### config.mk
export PLATFORM = sky130hd
export DESIGN_NAME = pc_stack_counter
export DESIGN_NICKNAME = d
export VERILOG_FILES = /design/src/rtl/pc_pkg.sv /design/src/rtl/return_stack.sv /design/src/rtl/pc_stack_counter.sv
export SDC_FILE = /design/constraint.sdc
export NUM_CORES = 1
export LEC_CHECK = 0
export CAP_MARGIN = 15
export CORE_MARGIN = 1
export CORE_UTILIZATION = 50
export DETAILED_ROUTE_END_ITERATION = 7
export GPL_TIMING_DRIVEN = 0
export PLACE_DENSITY = 0.75
export SYNTH_ARGS = -nofsm -noshare
export SYNTH_HDL_FRONTEND = slang
export SYNTH_SLANG_ARGS = --single-unit
### constraint.sdc
create_clock -name clk -period 2.55 [get_ports clk]
set_input_delay 0.6375 -clock clk [delete_from_list [all_inputs] [get_ports clk]]
set_output_delay 0.6375 -clock clk [all_outputs]
set_load 0.1 [all_outputs]
### src/rtl/pc_pkg.sv
// Shared definitions for the program counter: operation encoding, default
// parameter values and the per-cycle request priority resolver.
package pc_pkg;

  localparam int DEFAULT_WIDTH       = 16;
  localparam int DEFAULT_STEP        = 1;
  localparam int DEFAULT_STACK_DEPTH = 4;

  typedef enum logic [2:0] {
    OP_HOLD = 3'd0,
    OP_INC  = 3'd1,
    OP_LOAD = 3'd2,
    OP_CALL = 3'd3,
    OP_RET  = 3'd4
  } pc_op_e;

  // Reset is handled by the register itself; below it the order is
  // load > call > ret > inc > hold, and only the winner has any effect.
  function automatic pc_op_e resolve_op(input logic load,
                                        input logic call,
                                        input logic ret,
                                        input logic inc);
    if (load)      return OP_LOAD;
    else if (call) return OP_CALL;
    else if (ret)  return OP_RET;
    else if (inc)  return OP_INC;
    else           return OP_HOLD;
  endfunction

endpackage

### src/rtl/return_stack.sv
// LIFO of return addresses. Push when full and pop when empty are ignored;
// empty/full are registered and change in the same cycle as the pointer.
module return_stack #(
  parameter int WIDTH = 16,
  parameter int DEPTH = 4
) (
  input  logic             clk,
  input  logic             reset,
  input  logic             push,
  input  logic             pop,
  input  logic [WIDTH-1:0] din,
  output logic [WIDTH-1:0] dout,
  output logic             empty,
  output logic             full
);

  localparam int AW = (DEPTH > 1) ? $clog2(DEPTH) : 1;
  localparam int SW = $clog2(DEPTH + 1);
  localparam logic [SW-1:0] SP_FULL = SW'(DEPTH);

  logic [WIDTH-1:0] mem_q [DEPTH];
  logic [WIDTH-1:0] mem_d [DEPTH];
  logic [SW-1:0]    sp_q, sp_d;
  logic             empty_q, empty_d;
  logic             full_q, full_d;
  logic [AW-1:0]    wr_idx;
  logic [AW-1:0]    rd_idx;

  assign wr_idx = AW'(sp_q);
  assign rd_idx = AW'(sp_q - SW'(1));
  assign dout   = mem_q[rd_idx];
  assign empty  = empty_q;
  assign full   = full_q;

  always_comb begin
    mem_d = mem_q;
    sp_d  = sp_q;
    if (push && !full_q) begin
      mem_d[wr_idx] = din;
      sp_d          = sp_q + SW'(1);
    end else if (pop && !empty_q) begin
      sp_d = sp_q - SW'(1);
    end
    empty_d = (sp_d == '0);
    full_d  = (sp_d == SP_FULL);
  end

  always_ff @(posedge clk) begin
    if (reset) begin
      sp_q    <= '0;
      empty_q <= 1'b1;
      full_q  <= 1'b0;
    end else begin
      sp_q    <= sp_d;
      empty_q <= empty_d;
      full_q  <= full_d;
    end
  end

  // Entry contents are don't-care after reset, so the array carries no reset.
  always_ff @(posedge clk) begin
    mem_q <= mem_d;
  end

endmodule

### src/rtl/pc_stack_counter.sv
// Program counter with hold/inc/load/call/ret and a return-address stack.
// Optional wrap pulse on increment overflow is enabled by PC_WRAP_DETECT_EN.
module pc_stack_counter
  import pc_pkg::*;
#(
  parameter int WIDTH       = DEFAULT_WIDTH,
  parameter int STEP        = DEFAULT_STEP,
  parameter int STACK_DEPTH = DEFAULT_STACK_DEPTH
) (
  input  logic             clk,
  input  logic             reset,
  input  logic             load,
  input  logic [WIDTH-1:0] load_val,
  input  logic             inc,
  input  logic             call,
  input  logic             ret,
  output logic [WIDTH-1:0] out,
  output logic             stack_empty,
  output logic             stack_full,
  output logic             overflow_err,
  output logic             underflow_err,
  output logic             wrapped
);

  pc_op_e           op;
  logic [WIDTH-1:0] out_q, out_d;
  logic             overflow_q, overflow_d;
  logic             underflow_q, underflow_d;
  logic [WIDTH-1:0] seq_val;
  logic             stk_push, stk_pop;
  logic [WIDTH-1:0] stk_dout;
  logic             stk_empty, stk_full;

  assign op = resolve_op(load, call, ret, inc);

  // seq_val is both the increment result and the call return address.
`ifdef PC_WRAP_DETECT_EN
  logic carry;
  logic wrapped_q, wrapped_d;

  assign {carry, seq_val} = {1'b0, out_q} + (WIDTH + 1)'(STEP);
  assign wrapped_d        = (op == OP_INC) && carry;
  assign wrapped          = wrapped_q;

  always_ff @(posedge clk) begin
    if (reset) wrapped_q <= 1'b0;
    else       wrapped_q <= wrapped_d;
  end
`else
  assign seq_val = out_q + WIDTH'(STEP);
  assign wrapped = 1'b0;
`endif

  always_comb begin
    out_d       = out_q;
    overflow_d  = overflow_q;
    underflow_d = underflow_q;
    stk_push    = 1'b0;
    stk_pop     = 1'b0;
    case (op)
      OP_INC:  out_d = seq_val;
      OP_LOAD: out_d = load_val;
      OP_CALL: begin
        out_d = load_val;
        if (stk_full) overflow_d = 1'b1;
        else          stk_push   = 1'b1;
      end
      OP_RET: begin
        if (stk_empty) begin
          underflow_d = 1'b1;
        end else begin
          out_d   = stk_dout;
          stk_pop = 1'b1;
        end
      end
      default: ;
    endcase
  end

  always_ff @(posedge clk) begin
    if (reset) begin
      out_q       <= '0;
      overflow_q  <= 1'b0;
      underflow_q <= 1'b0;
    end else begin
      out_q       <= out_d;
      overflow_q  <= overflow_d;
      underflow_q <= underflow_d;
    end
  end

  return_stack #(
    .WIDTH (WIDTH),
    .DEPTH (STACK_DEPTH)
  ) u_stack (
    .clk   (clk),
    .reset (reset),
    .push  (stk_push),
    .pop   (stk_pop),
    .din   (seq_val),
    .dout  (stk_dout),
    .empty (stk_empty),
    .full  (stk_full)
  );

  assign out           = out_q;
  assign stack_empty   = stk_empty;
  assign stack_full    = stk_full;
  assign overflow_err  = overflow_q;
  assign underflow_err = underflow_q;

endmodule
---- Yosys cells after proc, flatten, opt, wreduce, memory -nomap -nowiden ----
Index checks and enable logic that the tools add are counted.
word-level totals
  output and inout bits ................... 21
  flip-flop bits (word level) ............. 87
cells by class
  equality and inequality tests ........... 6
  $add $sub $neg .......................... 3
  muxes and demuxes ....................... 18
  magnitude comparators ................... 3
  reduce and logical (&&, ||, !) cells .... 11
  bitwise operators ....................... 2
operators by type and width
  kind                                                         number
  bitwise mux 64 bit                                           1
  two-way mux 16 bit                                           4
  case mux 16 bit (3 select lines)                             1
  binary-select mux 16 bit (select 2 bit)                      1
  demux 16 bit (select 2 bit)                                  1
  adder 16 x 1 -> 16 bit (second input constant)               1
  two-way mux 3 bit                                            5
  equality test 3 x 2 -> 1 bit (second input constant)         2
  equality test 3 bit (second input constant)                  2
  greater-or-equal comparator 3 bit (second input constant)    2
  inverter 2 -> 3 bit                                          2
  AND reduction 2 bit                                          3
  two-way mux 1 bit                                            5
  adder 3 x 1 -> 3 bit (second input constant)                 1
  equality test 3 x 1 -> 1 bit (second input constant)         1
  logical AND 1 bit                                            3
  zero test 3 bit                                              1
  less-than comparator 3 x 1 -> 1 bit (second input constant)  1
  nonzero test 3 bit                                           1
  subtractor 3 x 1 -> 3 bit (second input constant)            1
  zero test 1 bit                                              2
  != test 2 bit (second input constant)                        1
  OR reduction 2 bit                                           1

---- Depth between registers and ports, before layout ----
Gate-level depths: netlist of the first run.
  word-level depth ........................ 10
  gate-level depth with buffers ........... 10

---- Hierarchy ----
Synthesis of the first run repeated with hierarchy kept, for this count alone.
second synthesis, totals
  cells, all modules ...................... 319
  area total of the unflattened synthesis .. 4246.6 um^2
by module, submodules not included
  module            cells each  area an instance (um^2)  times used
  return_stack      115         2648.8                   1
  pc_stack_counter  204         1597.8                   1

---- Worst setup path before layout of the first run ----
Ideal clock, no wire load.
  path type ............................... reg-to-reg
  from .................................... reg out_q[0] (netlist: out[0])
  to ...................................... reg out_q[14] (netlist: out[14])
  slack ................................... -0.257 ns
  arrival ................................. 2.732 ns
  cell stages (with the launch flop) ...... 6
  setup time .............................. 0.075 ns
  path through ............................ dfxtp_1 ha_1 nand3_2 or4_4 or4_1 a31oi_1
between the ends
  word-level cells in the longest chain between the ends .. 2
ends and longest elaborated chain
  what                              RTL line                source
  start, declared                   pc_stack_counter.sv:26  logic [WIDTH-1:0] out_q, out_d;
  start signal, assigned            pc_stack_counter.sv:86  out_q <= out_d;
  adder 16 x 1 -> 16 bit            pc_stack_counter.sv:50  assign seq_val = out_q + WIDTH'(STEP);
  case mux 16 bit (3 select lines)  pc_stack_counter.sv:60  case (op)
No other way between the ends.
A chain may end at the register's enable or synchronous reset.

---- Final worst setup path of the first run ----
  from .................................... reg out_q[1] (netlist: out[1])
  to ...................................... out out[1]
RTL lines
  what           RTL line                source
  end, declared  pc_stack_counter.sv:17  output logic [WIDTH-1:0] out,
No word-level cell between the ends.

==> reports/results.ini, run 1 <==
[routing]
wl_per_cell_um = 19.83
drt-total-wl_um = 8605
first_pass_iters = 5
antenna_left = 0
vias = 2550
via_per_inst = 5.876
route.detailed.drc = 0
drtIter0Drc = 179

[final_layout]
design_area_um2 = 4602
fin_util_pct = 62.78
mostFrequentLayoutCells = edfxtp_1 (64), clkdlybuf4s50_1 (25), nor2_1 (21)
drive_above_1_share_pct = 15.52
area_growth_pct = 19.69
final_common_cell = edfxtp_1
multi_input_area_um2 = 1393
nFillCells = 554
nets = 357
final-seq-area_um2 = 2387
antenna_cells = 0

[floorplan]
die-area_um2 = 8044
io_pins = 43
die_height_um = 89.69
initial_core_util_pct = 52.45
rows = 31
core_area_um2 = 7331
dieWidth_um = 89.69

[cts]
holdBufCountCts = 0
insertion_delay_ns = 0.35
cts_tree = built
cts.sinks = 87
cts_buffers = 9
clk_path_buf_depth = 2
path_clk_slew_ns = 0.08
cts.htree.levels = 3
cts_root_buf = clkbuf_8

[yosys]
synthFlopType = edfxtp_1
synthCells = 277
synth_area_leaders = edfxtp_1 (50%), dfxtp_1 (12%), mux4_2 (9.4%), nor2_1 (2.1%), mux2i_1 (1.8%)
yosysSeqAreaShare_pct = 61.96
ys_ff_latch = 87
synth_largest_area_cell = edfxtp_1
ys_types = 50
syn_nets = 304
synth_enable_flop_cells = 64
async_reset_ff_share_pct = 0
synth_area_per_cell_um2 = 13.88
synth.top_cell.area_share_pct = 49.98
ys_warn_count = 0
synth_area_um2 = 3845

[critical_path]
slowest_stage = clkdlybuf4s50_1
cp.required_ns = 1.91
cp-start-kind = flip-flop
crit_buf_inv = 1
timing_worst_setup_path_type = reg -> out
end_kind = output pin
cp_cell_sequence = clkdlybuf4s50_1
critical_path_arrival_ns = 1.87
cp_max_fo = 5
crit_family = buffers and inverters
cpPeakStageDelay_ns = 1.14

[power]
power_leakage_nw = 1.630
power_density_nw_per_um2 = 681.9
max-vdd-ir-drop_v = 0.0004971

[timing]
tightest_slew_ns = 0.9646
finalSetupViolations = 0
maxSlewHeadroom_pct = 35.49
fmax_mhz = 398.3
period_minus_slack_ns = 2.511
rsz0062_at_grt = false
fin_skew_ns = 0.006385
report.final.slew_viol_count = 0
fin_crit_sh_pct = 98.46
hold_violations = 0

[run]
cap_violations = 0

[grt]
overflow = 0
grt_pass1_wl_um = 13140
grt_util_all_layers_pct = 23.59
grt_pass1_vias = 2434
antenna_found_initial = 0
grt_max_degree = 17

[worst_hold_path]
min_path_type = reg -> reg

[placement]
place_hpwl_um = 5625
io_buffers = 41
gp_congestion = 0.8354
placed_cell_area_um2 = 4385

[outcome]
status = finished clean

==> path summary, 6_finish.rpt <==
kind                            slack [ns]                        end                       start  cells after the start
worst max-delay path                  0.04                     out[1]         out[1]$_SDFFE_PP0P_                      1
worst min-delay path                  0.48  overflow_err$_SDFFE_PP0P_   overflow_err$_SDFFE_PP0P_                      2
worst max register to register        0.17        out[9]$_SDFFE_PP0P_  u_stack.sp_q[0]$_SDFF_PP0_                     10
worst min register to register        0.48  overflow_err$_SDFFE_PP0P_   overflow_err$_SDFFE_PP0P_                      2
==> synth_stat cells, types with 3 or more instances <==
cell and n:
a21oi_1 8, a221oi_1 3, a22oi_1 7, a31oi_1 5
and2_1 5, clkbuf_1 8, dfxtp_1 23, edfxtp_1 64
ha_1 5, inv_1 6, mux2i_1 7, mux4_2 16
nand2_1 13, nand3_1 8, nand4_1 3, nor2_1 22
nor3_1 4, nor4_1 3, o21ai_0 10, o221ai_1 3
xnor2_1 8, xor2_1 8
==> registers in the layout, summed over array words and instances, names as in the netlist <==
register       flops
out               16
underflow_err      1
u_stack.mem_q     64
u_stack.full       1
u_stack.sp_q       3
overflow_err       1
u_stack.empty      1
==> power by group <==
part           switching [mW]  total (mW)  internal, mW
registers              0.0478        1.64          1.59
clock network           0.477       0.922         0.445
logic                   0.381       0.581         0.200
==> cell families (layout without fill, tap and decap cells) <==
family          after synthesis  in the layout  synth area share, %
flops                        87             87                61.96
simple gates                 75             75                10.25
compound gates               49             49                8.787
mux                          24             24                11.49
buf+inv                      20             78                2.147
xor+xnor                     16             16                3.645
fa+ha+maj                     5              5                1.627
other cells                   1              1              0.09753
==> layer usage <==
layer	track usage, %	vias to the layer above	wire length [um]
met5	0	-	0
met1	32.82	1269	3729
met3	4.845	7	559
li1	-	1179	-
met4	8.947	0	80
met2	36.85	95	4236
==> stage by stage <==
step                      cells  hold WS, ns  total power, mW  setup slack, ns   TNS, ns
after global placement      417       0.4554            2.231          -0.5954    -43.85
after detailed placement    417       0.4671            2.242          -0.6188    -45.76
after global routing        434       0.5303            3.253        0.0005089         0
after floorplan             277       0.5123            2.072         -0.06224  -0.06224
after CTS                   433       0.4863            3.137        0.0003177         0
final                       434       0.4776            3.138          0.03923         0
==> layout make-up <==
type / instances / share of cell area (%)
plain buffers: 13 / 1.876
repair buffers: 42 / 8.809
multi-input cells: 170 / 30.26
inverters: 7 / 0.5710
clock buffers: 11 / 2.855
well taps: 99 / 2.692
flip-flops and latches: 87 / 51.88
clock inverters: 5 / 1.060
==> repair_timing <==
item,in CTS,in global routing
setup endpoints to repair,97,67
hold endpoints to repair,0,0
pin swaps,0,0
cloned,0,0
buffers inserted,0,1
resized for setup,26,6
Power figures use the tool's default switching activity.
==> inputs of run 2 (changes only) <==
Settings changed: CTS_CLUSTER_DIAMETER from default to 50.
==> results of run 2 <==
Same layout as run 1: the final DEF is identical, and so are final timing and power.
